**config.mk**
```make
export PLATFORM = sky130hd
export DESIGN_NAME = separable_switch_allocator
export DESIGN_NICKNAME = d
export VERILOG_FILES = /design/src/rtl/noc_params.sv /design/src/rtl/separable_switch_allocator_arbiter.sv /design/src/rtl/separable_switch_allocator.sv
export SDC_FILE = /design/constraint.sdc
export NUM_CORES = 1
export LEC_CHECK = 0
export CORE_UTILIZATION = 46
export DETAILED_ROUTE_END_ITERATION = 6
export GPL_ROUTABILITY_DRIVEN = 0
export PLACE_DENSITY = 0.82
export SLEW_MARGIN = 15
export SYNTH_ARGS = -nofsm -noshare
export SYNTH_HDL_FRONTEND = slang
export SYNTH_SLANG_ARGS = --single-unit
```
**constraint.sdc**
```tcl
create_clock -name vclk -period 5.5
set_input_delay 1.375 -clock vclk [all_inputs]
set_output_delay 1.375 -clock vclk [all_outputs]
set_load 0.1 [all_outputs]
```
**src/rtl/noc_params.sv**
```systemverilog
// Shared router parameters and types for the switch allocator.
// Optional macro SWITCH_ALLOC_RR_EN selects round-robin over fixed priority.
package noc_params;
   localparam int VC_NUM    = 4;
   localparam int PORT_NUM  = 5;
   localparam int VC_SIZE   = $clog2(VC_NUM);
   localparam int PORT_SIZE = $clog2(PORT_NUM);

   typedef logic [PORT_SIZE-1:0] port_t;
endpackage

```
**src/rtl/separable_switch_allocator_arbiter.sv**
```systemverilog
// N-way arbiter: round-robin with pointer under SWITCH_ALLOC_RR_EN,
// otherwise fixed priority (lowest index) with no state.
module round_robin_arbiter #(
   parameter int N = 4
) (
   input  logic         clk,
   input  logic         rst,
   input  logic [N-1:0] req_i,
   input  logic         en_i,
   output logic [N-1:0] gnt_o
);
   localparam int W = (N > 1) ? $clog2(N) : 1;

   logic [W-1:0] ptr;
   logic         found;
   int           win;

   always_comb begin
      gnt_o = '0;
      found = 1'b0;
      win   = 0;
      for (int k = 0; k < N; k++) begin
         if (!found && req_i[(int'(ptr) + k) % N]) begin
            found = 1'b1;
            win   = (int'(ptr) + k) % N;
         end
      end
      if (found) gnt_o[win] = 1'b1;
   end

`ifdef SWITCH_ALLOC_RR_EN
   logic [W-1:0] ptr_q;
   logic [W-1:0] ptr_d;

   // Pointer moves past the winner only when its grant is actually used.
   always_comb begin
      ptr_d = ptr_q;
      if (en_i && found) ptr_d = W'((win + 1) % N);
   end

   always_ff @(posedge clk or posedge rst) begin
      if (rst) ptr_q <= '0;
      else     ptr_q <= ptr_d;
   end

   assign ptr = ptr_q;
`else
   logic unused_ok;
   assign unused_ok = ^{clk, rst, en_i};
   assign ptr       = '0;
`endif
endmodule

```
**src/rtl/separable_switch_allocator.sv**
```systemverilog
// Two-stage input-first separable switch allocator (VC pick, then port pick).
// SWITCH_ALLOC_RR_EN enables round-robin pointers; default is fixed priority.
module separable_switch_allocator
   import noc_params::*;
#(
   parameter int PORT_NUM = noc_params::PORT_NUM
) (
   input  logic                                   clk,
   input  logic                                   rst,
   input  logic  [PORT_NUM-1:0][VC_NUM-1:0]       request_i,
   input  port_t [PORT_NUM-1:0][VC_NUM-1:0]       out_port_i,
   input  logic  [PORT_NUM-1:0][VC_NUM-1:0][VC_SIZE-1:0] downstream_vc_i,
   input  logic  [PORT_NUM-1:0][VC_NUM-1:0]       on_off_i,
   output logic  [PORT_NUM-1:0]                   valid_sel_o,
   output logic  [PORT_NUM-1:0][VC_SIZE-1:0]      vc_sel_o,
   output logic  [PORT_NUM-1:0][$clog2(PORT_NUM)-1:0] xbar_sel_o,
   output logic  [PORT_NUM-1:0]                   valid_flit_o
);
   localparam int SEL_W = $clog2(PORT_NUM);

   logic  [PORT_NUM-1:0][VC_NUM-1:0]   elig;
   logic  [PORT_NUM-1:0][VC_NUM-1:0]   s1_gnt;
   logic  [PORT_NUM-1:0][VC_SIZE-1:0]  cand_vc;
   port_t [PORT_NUM-1:0]               cand_port;
   logic  [PORT_NUM-1:0]               cand_v;
   logic  [PORT_NUM-1:0][PORT_NUM-1:0] s2_req;
   logic  [PORT_NUM-1:0][PORT_NUM-1:0] s2_gnt;

   // Reset gates eligibility so every grant vanishes asynchronously.
   always_comb begin
      elig = '0;
      for (int ip = 0; ip < PORT_NUM; ip++) begin
         for (int v = 0; v < VC_NUM; v++) begin
            if (!rst && request_i[ip][v] &&
                int'(out_port_i[ip][v]) < PORT_NUM)
               elig[ip][v] =
                  on_off_i[out_port_i[ip][v]][downstream_vc_i[ip][v]];
         end
      end
   end

   for (genvar ip = 0; ip < PORT_NUM; ip++) begin : g_in
      round_robin_arbiter #(.N(VC_NUM)) u_in_arb (
         .clk   (clk),
         .rst   (rst),
         .req_i (elig[ip]),
         .en_i  (valid_sel_o[ip]),
         .gnt_o (s1_gnt[ip])
      );
   end

   always_comb begin
      cand_vc   = '0;
      cand_port = '0;
      cand_v    = '0;
      for (int ip = 0; ip < PORT_NUM; ip++) begin
         for (int v = 0; v < VC_NUM; v++) begin
            if (s1_gnt[ip][v]) begin
               cand_vc[ip]   = VC_SIZE'(v);
               cand_port[ip] = out_port_i[ip][v];
               cand_v[ip]    = 1'b1;
            end
         end
      end
   end

   always_comb begin
      s2_req = '0;
      for (int op = 0; op < PORT_NUM; op++) begin
         for (int ip = 0; ip < PORT_NUM; ip++) begin
            s2_req[op][ip] = cand_v[ip] && (int'(cand_port[ip]) == op);
         end
      end
   end

   for (genvar op = 0; op < PORT_NUM; op++) begin : g_out
      round_robin_arbiter #(.N(PORT_NUM)) u_out_arb (
         .clk   (clk),
         .rst   (rst),
         .req_i (s2_req[op]),
         .en_i  (valid_flit_o[op]),
         .gnt_o (s2_gnt[op])
      );
   end

   always_comb begin
      valid_sel_o  = '0;
      vc_sel_o     = '0;
      xbar_sel_o   = '0;
      valid_flit_o = '0;
      for (int op = 0; op < PORT_NUM; op++) begin
         for (int ip = 0; ip < PORT_NUM; ip++) begin
            if (s2_gnt[op][ip]) begin
               valid_sel_o[ip]  = 1'b1;
               xbar_sel_o[op]   = SEL_W'(ip);
               valid_flit_o[op] = 1'b1;
            end
         end
      end
      for (int ip = 0; ip < PORT_NUM; ip++) begin
         if (valid_sel_o[ip]) vc_sel_o[ip] = cand_vc[ip];
      end
   end
endmodule

```
==> impl_metrics.toml, run 1 <==
[outcome]
status = "did not finish"
failing_step = "5_1_grt"
stop_error = "[ERROR GRT-0116] Global routing finished with congestion. Check the congestion regions in the DRC Viewer."

[floorplan]
rows = 42
start_util_pct = 47.05
die_w_um = 118.4
pin_count = 177
die_h_um = 118.4

[logic_synthesis]
syn_area_per_cell_um2 = 7.489
synth-seq-area-share_pct = 0
synthAdderAreaFrac_pct = 0
synth_cell_types = 92
synth-compound-area-share_pct = 32.27
yosys-mux-area-fraction_pct = 30.90
synth_nets = 974
synth_xor_area_share_pct = 0
ys_warn_count = 0
synth_area_um2 = 6231
netlist_instances = 832
synth-simple-area-share_pct = 26.14
yosys.area.top_type_share_pct = 13.01
synth_top_family_by_area = "compound AO/OA/AOI/OAI gates"
yosys.area.top_type = "mux2i_1"
synthTopCellsByArea = "mux2i_1, mux4_2, mux2_2"

[grt]
grt_pass1_wl_mm = 97.05
grt_usage_pct = 89.30
grt_pass1_vias = 14560
grt-ovfl-total = 413
grt_max_degree = 16

[clock_tree]
cts_hold_buf = 0

[placed_design]
dp_cells = 1388
pre_cts_ws_ps = -1101
io_buffer_count = 176
dpl.hpwl_mm = 24.86
==> synthesized netlist by cell type, types with 5 or more instances <==
library cell  count
mux2i_1          81
nor2_1           60
inv_1            45
clkbuf_1         41
buf_2            40
mux2_2           37
nand2_1          32
mux4_2           31
o21ai_0          31
a211oi_1         28
nand2b_1         26
nor3_1           26
a21oi_1          25
nor2b_1          25
buf_4            15
o22ai_1          14
nor3b_1          13
a21o_1           12
nand3_1          12
a211o_1          11
a31oi_1          11
a221oi_1         10
nand3b_1         10
a22oi_1           9
and2_1            9
o31ai_1           9
a2bb2oi_1         8
a311oi_1          8
o211ai_1          8
o32ai_1           8
a2111oi_0         7
and3_1            6
nor4_1            6
nor4bb_1          6
buf_1             5
o2111ai_1         5
==> logic make-up after synthesis <==
family | Yosys count
and+or+nand+nor | 274
muxes | 149
AOI/OAI and AO/OA | 262
buffers and inverters | 147
==> timing repair <==
item	4_1_cts
setup endpoints to repair	32
pin swaps	118
gates resized for setup	470
gates cloned	4
setup buffers	80
==> routing by layer <==
layer  GRT usage [%]  GRT overflow
met4           97.23           129
met5           31.62             2
met3           72.30             6
met1           87.55             4
met2           106.5           272
==> stage by stage <==
stage	util (%)	setup TNS [ps]	instance area, µm²
4_1_cts	95.31	-6899	12620
3_3_place_gp	81.42	-19750	10780
2_1_floorplan	-	-7102	6674
3_5_place_dp	81.42	-25380	10780
==> run 2: changes to the inputs <==
--- a/config.mk
+++ b/config.mk
@@ -5,10 +5,10 @@
 export SDC_FILE = /design/constraint.sdc
 export NUM_CORES = 1
 export LEC_CHECK = 0
-export CORE_UTILIZATION = 46
+export CORE_UTILIZATION = 40
 export DETAILED_ROUTE_END_ITERATION = 6
 export GPL_ROUTABILITY_DRIVEN = 0
-export PLACE_DENSITY = 0.82
+export PLACE_DENSITY_LB_ADDON = 0.15
 export SLEW_MARGIN = 15
 export SYNTH_ARGS = -nofsm -noshare
 export SYNTH_HDL_FRONTEND = slang
==> constraint.sdc (replaced) <==
create_clock -name vclk -period 7.2
set_input_delay 1.8 -clock vclk [all_inputs]
set_output_delay 1.8 -clock vclk [all_outputs]
set_load 0.1 [all_outputs]
==> impl_metrics.toml, run 2 <==
[outcome]
status = "complete, no violations"

[drt]
drtIter0Drc = 851
drt_pass1_iterations = 5
wl_per_cell_um = 20.54
vias = 8316
routed_via_density = 6.402
drcViolationCount = 0
wirelength_mm = 26.68
ant_nets = 0

[floorplan]
die_w_um = 126.8
die_h_um = 126.8
rows = 45
pin_count = 177
start_util_pct = 40.99
die_area_um2 = 16080
coreArea_um2 = 15200

[logic_synthesis]
synth_nets = 974
syn_area_per_cell_um2 = 7.489
yosys.area.top_type_share_pct = 13.01
yosys-top-cells-count = "mux2i_1, nor2_1, inv_1"
synth-seq-area-share_pct = 0
ys_warn_count = 0
synth_area_um2 = 6231
synthTopCellsByArea = "mux2i_1, mux4_2, mux2_2"
synth_cell_types = 92
yosys.area.top_type = "mux2i_1"
netlist_instances = 832
yosysMostFrequentCell = "mux2i_1"

[timing]
fmax_ghz = 0.1391
setup_viol = 0
period_needed_ps = 7188
tightest_slew_ps = 609.4
rsz0062_at_grt = "yes"
fin_crit_sh_pct = 99.84
finalHoldViolCount = 0
maxSlewViolCount = 0
relSlewSlack_pct = 58.95

[grt]
grt_max_degree = 25
grt_pass1_vias = 7888
grt-ovfl-total = 0
grt_pass1_wl_mm = 40.43
grt_usage_pct = 31.25
antenna_found_initial = 0

[final_layout]
clock_buffers = 0
drive_gt1_share_pct = 37.69
fin_util_pct = 68.52
final_common_cell = "buf_4"
n_sequential_cell = 0
regArea_um2 = 0
final_nets = 1253
area_delta_synth_final_pct = 67.17
final_cells = 1299
layout_common_cells = "buf_4, clkdlybuf4s50_1, mux2i_1"

[placed_design]
dpl.hpwl_mm = 20.92
io_buffer_count = 176
dp_cells = 1286

[setup_path]
arrival_ps = 5390
cp_max_fo = 4
critPathKind = "in2out"
cp-start-kind = "primary input"
worstPathRequired_ps = 5400
end_kind = "output port"

[power]
p_per_area_nw_per_um2 = 98.12
fin_total_pwr_uw = 1022
cellLeakagePower_uw = 0.004366
peakVddDrop_mv = 0.08117

[hold_path]
hold_class = "in2out"

[run]
maxCapViolations = 0
==> run 2: layout make-up <==
| class | instances | area (µm²) |
|---|---|---|
| antenna | 2 | 5.005 |
| fill | 1215 | 4786 |
| inverter | 45 | 168.9 |
| multi-input combinational | 685 | 6223 |
| tap | 188 | 235.2 |
| timing repair buffer | 379 | 3784 |
==> run 2: stage by stage <==
| stage | area (µm²) | hold slack (ps) | setup WS, ps | TNS [ps] |
|---|---|---|---|---|
| 6_report | 10420 | 4517 | 11.62 | 0 |
| 5_1_grt | 10410 | 4554 | -49.42 | -200.0 |
| 4_1_cts | 9802 | 4727 | -0.8726 | -0.8726 |
| 3_5_place_dp | 9654 | 4719 | -267.2 | -2630 |
| 3_3_place_gp | 9654 | 4701 | -246.5 | -1635 |
| 2_1_floorplan | 6312 | 3991 | -771.3 | -1635 |
==> run 2: layer usage <==
layer | GRT usage [%] | wire length, µm | vias up
met5 | 0 | 0 | -
met4 | 11.90 | 1060 | 0
met3 | 1.561 | 2201 | 60
met2 | 52.65 | 12470 | 473
met1 | 42.04 | 10950 | 3974
li1 | - | - | 3809
==> run 2: final timing paths <==
kind	startpoint	to	slack (ps)	depth (start not counted)
worst min-delay path	out_port_i[9]	xbar_sel_o[9]	4520	7
worst max-delay path	out_port_i[12]	vc_sel_o[3]	10	12
==> run 2: what timing repair did <==
action,CTS,global route
setup endpoints to repair,15,24
pin swaps,6,29
hold buffers,0,0
resized for setup,35,105
setup buffers,0,12
==> run 2: report_power, final <==
part           total [µW]  leakage [µW]  internal (µW)  switching [µW]
sequential              0             0              0               0
clock           0.0000372  0.0000000127      0.0000372               0
combinational        1020       0.00437            448             574
==> run 2: critical path, stage by stage <==
cell and delay (ps):
clkdlybuf4s50_1 580, mux4_2 540, a221o_1 390, nor4bb_4 180, a211oi_1 360, a2bb2oi_4 150, or2_1 320, nor4b_4 350
a211oi_2 100, buf_4 180, a211oi_4 210, buf_12 210
==> run 2: cells by family after synthesis <==
kind of cell | count (synthesis) | share of synthesized area [%]
compound gates | 262 | 32.27
buf+inv | 147 | 10.68
mux | 149 | 30.90
simple gates | 274 | 26.14
No activity file was read; power rests on OpenSTA's default activity.
